### config.mk
export PLATFORM = sky130hd
export DESIGN_NAME = csel_subtractor_pipe
export DESIGN_NICKNAME = d
export VERILOG_FILES = /design/src/rtl/csel_subtractor_pipe_pkg.sv /design/src/rtl/csel_subtractor_pipe_fsub.sv /design/src/rtl/csel_subtractor_pipe.sv
export SDC_FILE = /design/constraint.sdc
export NUM_CORES = 1
export LEC_CHECK = 0
export CORE_AREA = 10 10 107 109
export CTS_BUF_LIST = sky130_fd_sc_hd__clkbuf_2
export DETAILED_ROUTE_END_ITERATION = 7
export DIE_AREA = 0 0 117 119
export GPL_TIMING_DRIVEN = 1
export SYNTH_ARGS = -nofsm -noshare
export SYNTH_HDL_FRONTEND = slang
export SYNTH_HIERARCHICAL = 1
export SYNTH_SLANG_ARGS = --single-unit
### constraint.sdc
create_clock -name clk -period 3.81 [get_ports clk]
set_input_delay 0.381 -clock clk [delete_from_list [all_inputs] [get_ports clk]]
set_output_delay 0.381 -clock clk [all_outputs]
set_load 0.05 [all_outputs]
### src/rtl/csel_subtractor_pipe_pkg.sv
// Shared parameters for the carry-select add/subtract datapath.
// Holds default widths, the block-count derivation and a legality check
// so the adder and subtractor agree on how operands are split.
package csel_subtractor_pipe_pkg;

    localparam int unsigned DEFAULT_WIDTH = 16;
    localparam int unsigned DEFAULT_BLOCK = 4;

    // Number of carry-select blocks; guarded so an illegal BLOCK=0 cannot divide by zero.
    function automatic int unsigned calc_nblk(input int unsigned width, input int unsigned block);
        return (block == 0) ? 0 : width / block;
    endfunction

    // A configuration is legal when blocks tile the operand exactly.
    function automatic bit params_ok(input int unsigned width, input int unsigned block);
        return (block >= 1) && (width >= block) && ((width % block) == 0);
    endfunction

endpackage

### src/rtl/csel_subtractor_pipe_fsub.sv
// Gate-level one-bit full subtractor, the subtract twin of the adder cell.
// d = x - y - bi (one bit), bo = borrow out.
module full_subtractor (
    output logic d,
    output logic bo,
    input  logic x,
    input  logic y,
    input  logic bi
);

    logic x_xor_y;

    assign x_xor_y = x ^ y;
    assign d       = x_xor_y ^ bi;
    assign bo      = (~x & y) | (~x_xor_y & bi);

endmodule

### src/rtl/csel_subtractor_pipe.sv
// Two-stage pipelined carry-select subtractor: diff = a - b - bin.
// Stage 1 registers both borrow-in candidates of every upper block (block 0
// uses the real bin); stage 2 ripples the block borrows through the select
// chain and registers diff plus the bout/ovf/zero flags.
module csel_subtractor_pipe
    import csel_subtractor_pipe_pkg::*;
#(
    parameter int unsigned WIDTH = DEFAULT_WIDTH,
    parameter int unsigned BLOCK = DEFAULT_BLOCK
) (
    input  logic             clk,
    input  logic             rst_n,
    input  logic             in_valid,
    output logic             in_ready,
    input  logic [WIDTH-1:0] a,
    input  logic [WIDTH-1:0] b,
    input  logic             bin,
    output logic             out_valid,
    input  logic             out_ready,
    output logic [WIDTH-1:0] diff,
    output logic             bout,
    output logic             ovf,
    output logic             zero
);

    localparam int unsigned NBLK = calc_nblk(WIDTH, BLOCK);
    // Upper-block arrays keep one unused, tied-off entry when there is a single block.
    localparam int unsigned NHI  = (NBLK > 1) ? NBLK - 1 : 1;

    if (!params_ok(WIDTH, BLOCK)) begin : g_param_check
        $error("csel_subtractor_pipe: WIDTH must be a non-zero multiple of BLOCK");
    end

    // Handshake control
    logic s1_valid_q, s1_valid_d;
    logic out_valid_q, out_valid_d;
    logic s2_adv, in_fire, s1_to_s2;

    // Stage-1 candidates (_d = combinational from operands, _q = registered)
    logic [BLOCK-1:0]          blk0_d_d, blk0_d_q;
    logic                      blk0_bo_d, blk0_bo_q;
    logic [NHI-1:0][BLOCK-1:0] hi_d0_d, hi_d0_q, hi_d1_d, hi_d1_q;
    logic [NHI-1:0]            hi_bo0_d, hi_bo0_q, hi_bo1_d, hi_bo1_q;
    logic                      a_msb_q, b_msb_q;

    // Stage-2 result
    logic [WIDTH-1:0] diff_d, diff_q;
    logic             bout_d, bout_q, ovf_d, ovf_q, zero_d, zero_q;
    logic             chain_borrow;

    assign s2_adv   = !out_valid_q || out_ready;
    assign in_ready = !s1_valid_q || s2_adv;
    assign in_fire  = in_valid && in_ready;
    assign s1_to_s2 = s2_adv && s1_valid_q;

    // Candidate generators: block 0 from the real bin, upper blocks for both borrow-ins.
    for (genvar k = 0; k < NBLK; k++) begin : g_blk
        if (k == 0) begin : g_lo
            logic [BLOCK:0] br;
            assign br[0] = bin;
            for (genvar i = 0; i < BLOCK; i++) begin : g_bit
                full_subtractor u_fs (
                    .d (blk0_d_d[i]),
                    .bo(br[i+1]),
                    .x (a[i]),
                    .y (b[i]),
                    .bi(br[i])
                );
            end
            assign blk0_bo_d = br[BLOCK];
        end else begin : g_hi
            logic [BLOCK:0]   br0, br1;
            logic [BLOCK-1:0] d0, d1;
            assign br0[0] = 1'b0;
            assign br1[0] = 1'b1;
            for (genvar i = 0; i < BLOCK; i++) begin : g_bit
                full_subtractor u_fs0 (
                    .d (d0[i]),
                    .bo(br0[i+1]),
                    .x (a[k*BLOCK+i]),
                    .y (b[k*BLOCK+i]),
                    .bi(br0[i])
                );
                full_subtractor u_fs1 (
                    .d (d1[i]),
                    .bo(br1[i+1]),
                    .x (a[k*BLOCK+i]),
                    .y (b[k*BLOCK+i]),
                    .bi(br1[i])
                );
            end
            assign hi_d0_d[k-1]  = d0;
            assign hi_d1_d[k-1]  = d1;
            assign hi_bo0_d[k-1] = br0[BLOCK];
            assign hi_bo1_d[k-1] = br1[BLOCK];
        end
    end

    if (NBLK == 1) begin : g_no_hi
        assign hi_d0_d  = '0;
        assign hi_d1_d  = '0;
        assign hi_bo0_d = '0;
        assign hi_bo1_d = '0;
    end

    // Next-state of the two valid bits from the handshake.
    always_comb begin
        // NOTE: every output of a combinational block gets a default first so no path leaves it unassigned (which would infer a latch).
        s1_valid_d  = s1_valid_q;
        out_valid_d = out_valid_q;
        if (in_fire) begin
            s1_valid_d = 1'b1;
        end else if (s2_adv) begin
            s1_valid_d = 1'b0;
        end
        if (s2_adv) begin
            out_valid_d = s1_valid_q;
        end
    end

    // Select chain: each block's registered borrow picks the next block's candidate.
    always_comb begin
        diff_d              = '0;
        diff_d[BLOCK-1:0]   = blk0_d_q;
        chain_borrow        = blk0_bo_q;
        for (int k = 1; k < NBLK; k++) begin
            diff_d[k*BLOCK +: BLOCK] = chain_borrow ? hi_d1_q[k-1] : hi_d0_q[k-1];
            chain_borrow             = chain_borrow ? hi_bo1_q[k-1] : hi_bo0_q[k-1];
        end
        bout_d = chain_borrow;
        ovf_d  = (a_msb_q != b_msb_q) && (diff_d[WIDTH-1] != a_msb_q);
        zero_d = (diff_d == '0);
    end

    // Stage 1: capture candidates and operand sign bits on input transfer.
    always_ff @(posedge clk or negedge rst_n) begin
        if (!rst_n) begin
            // NOTE: datapath registers are reset too, so outputs are defined (never X) straight out of reset.
            s1_valid_q <= 1'b0;
            blk0_d_q   <= '0;
            blk0_bo_q  <= 1'b0;
            hi_d0_q    <= '0;
            hi_d1_q    <= '0;
            hi_bo0_q   <= '0;
            hi_bo1_q   <= '0;
            a_msb_q    <= 1'b0;
            b_msb_q    <= 1'b0;
        end else begin
            // NOTE: non-blocking assignments here so every register samples pre-edge values, independent of block order.
            s1_valid_q <= s1_valid_d;
            if (in_fire) begin
                blk0_d_q  <= blk0_d_d;
                blk0_bo_q <= blk0_bo_d;
                hi_d0_q   <= hi_d0_d;
                hi_d1_q   <= hi_d1_d;
                hi_bo0_q  <= hi_bo0_d;
                hi_bo1_q  <= hi_bo1_d;
                a_msb_q   <= a[WIDTH-1];
                b_msb_q   <= b[WIDTH-1];
            end
        end
    end

    // Stage 2: register the selected result when the output slot advances.
    always_ff @(posedge clk or negedge rst_n) begin
        if (!rst_n) begin
            out_valid_q <= 1'b0;
            diff_q      <= '0;
            bout_q      <= 1'b0;
            ovf_q       <= 1'b0;
            zero_q      <= 1'b0;
        end else begin
            out_valid_q <= out_valid_d;
            if (s1_to_s2) begin
                diff_q <= diff_d;
                bout_q <= bout_d;
                ovf_q  <= ovf_d;
                zero_q <= zero_d;
            end
        end
    end

    assign out_valid = out_valid_q;
    assign diff      = diff_q;
    assign bout      = bout_q;
    assign ovf       = ovf_q;
    assign zero      = zero_q;

endmodule

# Word level (Yosys, flattened, before mapping)
# Index checks and enable logic that the tools add are counted.
# op_classes
reduce_logical,9
n_bitwise,133
n_mux,8
eq_ne,2
# op_table
op,count
$and A1 B1 Y1,38
$xor A1 B1 Y1,38
$not A1 Y1,32
$or A1 B1 Y1,25
$logic_not A16 Y1,1
$mux W4,3
$mux W1,5
$logic_and A1 B1 Y1,3
$logic_not A1 Y1,2
$logic_or A1 B1 Y1,2
$ne A1 B1 Y1,2
$reduce_bool A2 Y1,1
# totals
input_bits,37
word_cells,170
out_inout_bits,21
register_bits,58

# Logic depth before layout (Yosys ltp)
# depth
word_depth,10
ltp_mapped,10
mapped_depth_nobuf,10

# By module
# The synthesis kept the hierarchy.
# by_module_without_submodules
module,seq_area_each_um2,instances,area_per_inst_um2,cells_each
csel_subtractor_pipe,1451.4,1,2427.3,180
full_subtractor at g_blk[0].g_lo.g_bit[2].u_fs ...,0.0,26,27.5,3
full_subtractor at g_blk[0].g_lo.g_bit[0].u_fs ...,0.0,2,31.3,4

# Least setup slack after synthesis
# Ideal clock, no wire load.
# synth_timing
path_kind,input port to flip-flop
start,input port a[12]
end,register hi_d0_q[11] (netlist name)
arrival_ps,2315
stages,7
setup_slack_ps,1370
path_cell_list,inv_1 -> fa_1 -> fa_1 -> fa_1 -> fa_1 -> inv_1 -> mux2_2
# synth_via
elab_chain_len,7
# synth_rtl
item,line,rtl
from (decl),csel_subtractor_pipe.sv:15,"input logic [WIDTH-1:0] a,"
$not A1 Y1,csel_subtractor_pipe_fsub.sv:15,assign bo = (~x & y) | (~x_xor_y & bi);
$and A1 B1 Y1,csel_subtractor_pipe_fsub.sv:15,
via g_blk[3].g_hi.br0[1],csel_subtractor_pipe.sv:72,"logic [BLOCK:0] br0, br1;"
$and A1 B1 Y1,csel_subtractor_pipe_fsub.sv:15,
$or A1 B1 Y1,csel_subtractor_pipe_fsub.sv:15,
via g_blk[3].g_hi.br0[2],csel_subtractor_pipe.sv:72,
$and A1 B1 Y1,csel_subtractor_pipe_fsub.sv:15,
$or A1 B1 Y1,csel_subtractor_pipe_fsub.sv:15,
via g_blk[3].g_hi.br0[3],csel_subtractor_pipe.sv:72,
$xor A1 B1 Y1,csel_subtractor_pipe_fsub.sv:14,assign d = x_xor_y ^ bi;
via g_blk[3].g_hi.d0[3],csel_subtractor_pipe.sv:73,"logic [BLOCK-1:0] d0, d1;"
to (signal assigned),csel_subtractor_pipe.sv:154,hi_d0_q <= hi_d0_d;
to (decl),csel_subtractor_pipe.sv:42,"logic [NHI-1:0][BLOCK-1:0] hi_d0_d, hi_d0_q, hi_d1_d, hi_d1_q;"
# The timed path passes the listed nets, and every way through them passes these cells.
# A chain may end at the register's enable or synchronous reset.

# Worst setup path after layout
# layout_timing
start,input port b[4]
end,register hi_d0_q[3] (netlist name)
# layout_via
elab_chain_len,6
# layout_rtl
item,line,rtl
from (decl),csel_subtractor_pipe.sv:16,"input logic [WIDTH-1:0] b,"
$and A1 B1 Y1,csel_subtractor_pipe_fsub.sv:15,
via g_blk[1].g_hi.br0[1],csel_subtractor_pipe.sv:72,
$and A1 B1 Y1,csel_subtractor_pipe_fsub.sv:15,
$or A1 B1 Y1,csel_subtractor_pipe_fsub.sv:15,
via g_blk[1].g_hi.br0[2],csel_subtractor_pipe.sv:72,
$and A1 B1 Y1,csel_subtractor_pipe_fsub.sv:15,
$or A1 B1 Y1,csel_subtractor_pipe_fsub.sv:15,
via g_blk[1].g_hi.br0[3],csel_subtractor_pipe.sv:72,
$xor A1 B1 Y1,csel_subtractor_pipe_fsub.sv:14,
via g_blk[1].g_hi.d0[3],csel_subtractor_pipe.sv:73,
# The timed path passes the listed nets, and every way through them passes these cells.

==> impl.org <==
** Layout
- For this run, the share of the core covered by cells in the final layout is 42.2%.
- Relative to the synthesized area, the layout overhead comes to 24.6%.
- The post-route netlist has 17.4% of its cells at a drive strength greater than 1.
- The final layout contains 399 nets.
- Leaving out filler cells and counting taps, the final layout contains 453.
- Number of antenna repair diodes :: 0

** Clock network
- Clock latency on the worst-skew pair, taken at its later pin, is 0.46 ns.
- Deepest clock path buffer count :: 2
- Maximum level of the CTS H-tree :: 3
- The clock net in this run drives a total of 58 sinks.
- Root buf cell :: sky130_fd_sc_hd__clkbuf_2
- TritonCTS built the clock tree.
- The number of clock buffers added by TritonCTS is 9.
- Count of cells resized by post-cts repair :: 0
- Clock-pin slew on the worst setup and hold paths :: 0.15 ns

** Setup path
- Data on the critical path arrives at its endpoint at 2.92 ns.
- End point of the critical path :: hi_d0_q[3]
- Worst path most repeated cell :: sky130_fd_sc_hd__fa_1
- Type of the worst setup path :: in -> reg
- The critical path crosses 7 cells after its start point.
- For the worst setup path, the data required time is 4.17 ns.
- The worst setup path is captured at a flop.
- For flop-to-flop paths, the worst setup slack is 1.62 ns.
- The worst setup path is launched from an input port.
- Max FO, Critical Path :: 2
- In this run the critical register-to-register path is captured at bout.
- Among all stages on the critical path, the largest delay is contributed by sky130_fd_sc_hd__fa_1.
- Critical path, cell by cell :: clkdlybuf4s50_1 > fa_1 > fa_1 > fa_1 > fa_1 > inv_1 > mux2_2
- Worst Path Buf+Inv :: 2
- The most critical setup path has its startpoint at b[4].
- Gate family responsible for the most delay along the worst path :: adder cells
- R2r worst-path depth :: 4
- In this design, the stage delay of the slowest critical-path cell is 0.49 ns.
- The startpoint identified for the worst register-to-register timing path is blk0_bo_q.

** Placement
- Quantity of I/O buffers inserted on ports :: 57
- Including well taps, the total number of placed cells is 436.
- Placed wire-length estimate :: 5100 um
- GPL Wtd Cong :: 0.731

** Yosys
- Number of synthesized register bits :: 58
- The synthesized netlist contains 27 unique library cells.
- Largest cells by area after synthesis :: sky130_fd_sc_hd__dfrtp_1, sky130_fd_sc_hd__fa_1, sky130_fd_sc_hd__mux2_2, sky130_fd_sc_hd__inv_1, sky130_fd_sc_hd__mux2i_1
- Yosys printed 6 warnings.
- Sequential cells were found to cover 45.3% of the synthesized design area.
- The synthesized design spends more area on one cell type than any other, namely sky130_fd_sc_hd__dfrtp_1.
- The synthesized netlist occupies a cell area of 3210 sq um.
- The top cell type by area accounts for 45.3% of the synthesized area.
- Synth Instances :: 266
- Post-Syn Area per Cell :: 12.1 sq um

** GRT
- Wire length of the first global-routing pass :: 11100 um
- Global routing used 10.1% of the available tracks.
- Antenna violations before repair :: 0
- Entering global routing, the biggest net connects 41 pins.
- The number of global-route vias before repair was 2362.
- Residual overflow from global routing :: 0

** Floorplan
- Die Wd :: 117 um
- In this run the count of I/O pins placed on the die edge is 58.
- The region available for standard cell placement spans 9460 sq um.
- Row generation in the floorplan step produced 36 rows.
- For this configuration, the core starts out at a cell density of 33.9%.
- From bottom edge to top edge, the die measures 119 um.
- The die covers 13900 sq um.

** Power
- Leak :: 1.86 nW
- Total power :: 2.07 mW
- The worst-case IR drop observed on VDD is 0.360 mV.
- In this run the power density over the cells is 518 nW/um^2.

** STA
- The max-slew violation total from the final report was 0.
- Final critical path time including I/O delays and setup :: 2.56 ns
- Slew of the pin with the lowest slew margin :: 0.844 ns
- Share of the clock period used by the worst path after layout :: 67.2%
- For this run, the top clock speed supported by timing is 391 MHz.
- Across the routed clock network, the largest skew measured is 0.0137 ns.
- Unrepaired setup endpoints after global routing :: no
- The worst pin sits at a relative slew slack of 43.7%.
- Final sum of negative setup slack :: 0 ns
- Setup violations remaining at the end of the flow were counted as 0.
- Final Hold Vio Count :: 0
- Hold timing on the final database bottoms out at a slack of 0.358 ns.

** Route
- Post-detailed-route wirelength per cell :: 14.1 um
- Number of search-and-repair iterations in the first detailed-routing pass :: 4
- Count of vias placed by the detailed router :: 2044
- Antenna-violating nets left :: 0
- Remaining DRCs :: 0
- Vias per inst :: 4.51
- The routed design has 6370 um of wire.
- The detailed router finished its first iteration with 40 violations.

** Min path
- The tightest min-delay check is of the in -> async type.

** Job
- Number of violations of the max-capacitance limit :: 0

** Run status
- Outcome :: finished, final reports clean
==> placed cells by master, fill, tap and decap left out <==
| cell | count |
|---|---|
| sky130_fd_sc_hd__nand2_1 | 17 |
| sky130_fd_sc_hd__mux2i_2 | 1 |
| sky130_fd_sc_hd__mux2i_4 | 1 |
| sky130_fd_sc_hd__nor2_1 | 1 |
| sky130_fd_sc_hd__or2_2 | 1 |
| sky130_fd_sc_hd__mux2i_1 | 14 |
| sky130_fd_sc_hd__clkdlybuf4s50_1 | 56 |
| sky130_fd_sc_hd__and2_1 | 2 |
| sky130_fd_sc_hd__conb_1 | 6 |
| sky130_fd_sc_hd__dfrtp_1 | 58 |
| sky130_fd_sc_hd__o21ai_1 | 1 |
| sky130_fd_sc_hd__nor2b_1 | 2 |
| sky130_fd_sc_hd__nor3_1 | 1 |
| sky130_fd_sc_hd__a221o_1 | 1 |
| sky130_fd_sc_hd__clkinv_2 | 1 |
| sky130_fd_sc_hd__clkbuf_2 | 10 |
| sky130_fd_sc_hd__nor3b_1 | 1 |
| sky130_fd_sc_hd__dlygate4sd3_1 | 1 |
| sky130_fd_sc_hd__a2111oi_0 | 1 |
| sky130_fd_sc_hd__inv_1 | 59 |
| sky130_fd_sc_hd__a21o_1 | 1 |
| sky130_fd_sc_hd__o21ai_0 | 14 |
| sky130_fd_sc_hd__fa_1 | 28 |
| sky130_fd_sc_hd__clkinv_1 | 5 |
| sky130_fd_sc_hd__a22oi_1 | 1 |
| sky130_fd_sc_hd__buf_2 | 1 |
| sky130_fd_sc_hd__nor4_1 | 5 |
| sky130_fd_sc_hd__or4_1 | 2 |
| sky130_fd_sc_hd__buf_4 | 3 |
| sky130_fd_sc_hd__mux2_2 | 41 |
| sky130_fd_sc_hd__nand2b_1 | 3 |
==> how the worst min path moves through the flow <==
stage / end / slack (ns) / depth (start not counted)
after floorplan: a_msb_q / 0.09 / 0
after global placement: diff[2] / 0.34 / 1
after detailed placement: diff[2] / 0.34 / 1
after CTS: diff[2] / 0.32 / 2
after global routing: hi_d1_q[5] / 0.34 / 2
final: diff[2] / 0.36 / 2
==> metrics by stage <==
stage          area [sq um]  setup slack, ns
2_1_floorplan          3220             1.37
3_3_place_gp           3910            0.815
3_5_place_dp           3910            0.748
4_1_cts                3990             1.28
5_1_grt                3990             1.24
6_report               3990             1.25
==> flip-flops by register name (all words and copies together) (netlist names) <==
name        flops
hi_d1_q        12
blk0_d_q        4
b_msb_q         1
hi_d0_q        12
ovf             1
blk0_bo_q       1
hi_bo0_q        3
out_valid       1
s1_valid_q      1
a_msb_q         1
diff           16
hi_bo1_q        3
zero            1
bout            1
==> metal layers <==
layer / up-vias / wire length, um / global-route usage (%) / part of all wire (%)
met3: 5 / 423 / 4.97 / 6.6
met1: 1026 / 2490 / 10.8 / 39
met5: - / 0 / 0 / 0
li1: 975 / - / - / -
met2: 38 / 3410 / 17.7 / 54
met4: 0 / 41 / 1.62 / 0.64
==> cell type report <==
type | instances | area, sq um
inverter | 59 | 221
clock buffer | 10 | 50.0
clock inverter | 6 | 23.8
tap | 114 | 143
multi-input combinational | 145 | 1510
timing repair buffer | 61 | 598
fill | 944 | 5470
sequential | 58 | 1450
==> what timing repair did <==
item / 4_1_cts / 5_1_grt
endpoints found under the hold margin: 18 / 0
buffers inserted: 0 / 0
hold buffers: 1 / 0
==> power breakdown <==
group	total [mW]	internal, mW	switching (mW)
clock network	0.289	0.0772	0.212
registers	0.913	0.786	0.127
logic	0.866	0.370	0.497
==> Yosys cell counts <==
library cell                count
sky130_fd_sc_hd__a2111oi_0      1
sky130_fd_sc_hd__a21o_1         1
sky130_fd_sc_hd__a221o_1        1
sky130_fd_sc_hd__a22oi_1        1
sky130_fd_sc_hd__and2_1         2
sky130_fd_sc_hd__buf_2          3
sky130_fd_sc_hd__buf_6          1
sky130_fd_sc_hd__clkbuf_1       4
sky130_fd_sc_hd__conb_1         2
sky130_fd_sc_hd__dfrtp_1       58
sky130_fd_sc_hd__fa_1          28
sky130_fd_sc_hd__inv_1         59
sky130_fd_sc_hd__mux2_2        41
sky130_fd_sc_hd__mux2i_1       14
sky130_fd_sc_hd__mux2i_2        1
sky130_fd_sc_hd__mux2i_4        1
sky130_fd_sc_hd__nand2_1       17
sky130_fd_sc_hd__nand2b_1       3
sky130_fd_sc_hd__nor2_1         1
sky130_fd_sc_hd__nor2b_1        2
sky130_fd_sc_hd__nor3_1         1
sky130_fd_sc_hd__nor3b_1        1
sky130_fd_sc_hd__nor4_1         5
sky130_fd_sc_hd__o21ai_0       14
sky130_fd_sc_hd__o21ai_1        1
sky130_fd_sc_hd__or2_2          1
sky130_fd_sc_hd__or4_1          2
==> logic make-up (layout without fill, tap and decap cells) <==
logic type | count (synthesis) | after routing | share of synthesized area (%)
buf+inv | 67 | 136 | 8.20
flops | 58 | 58 | 45.3
mux | 57 | 57 | 19.9
simple gates | 35 | 35 | 5.50
fa+ha+maj | 28 | 28 | 17.5
compound gates | 19 | 19 | 3.40
other cells | 2 | 6 | 0.234
Note: power is estimated with default switching activity, not from simulation.
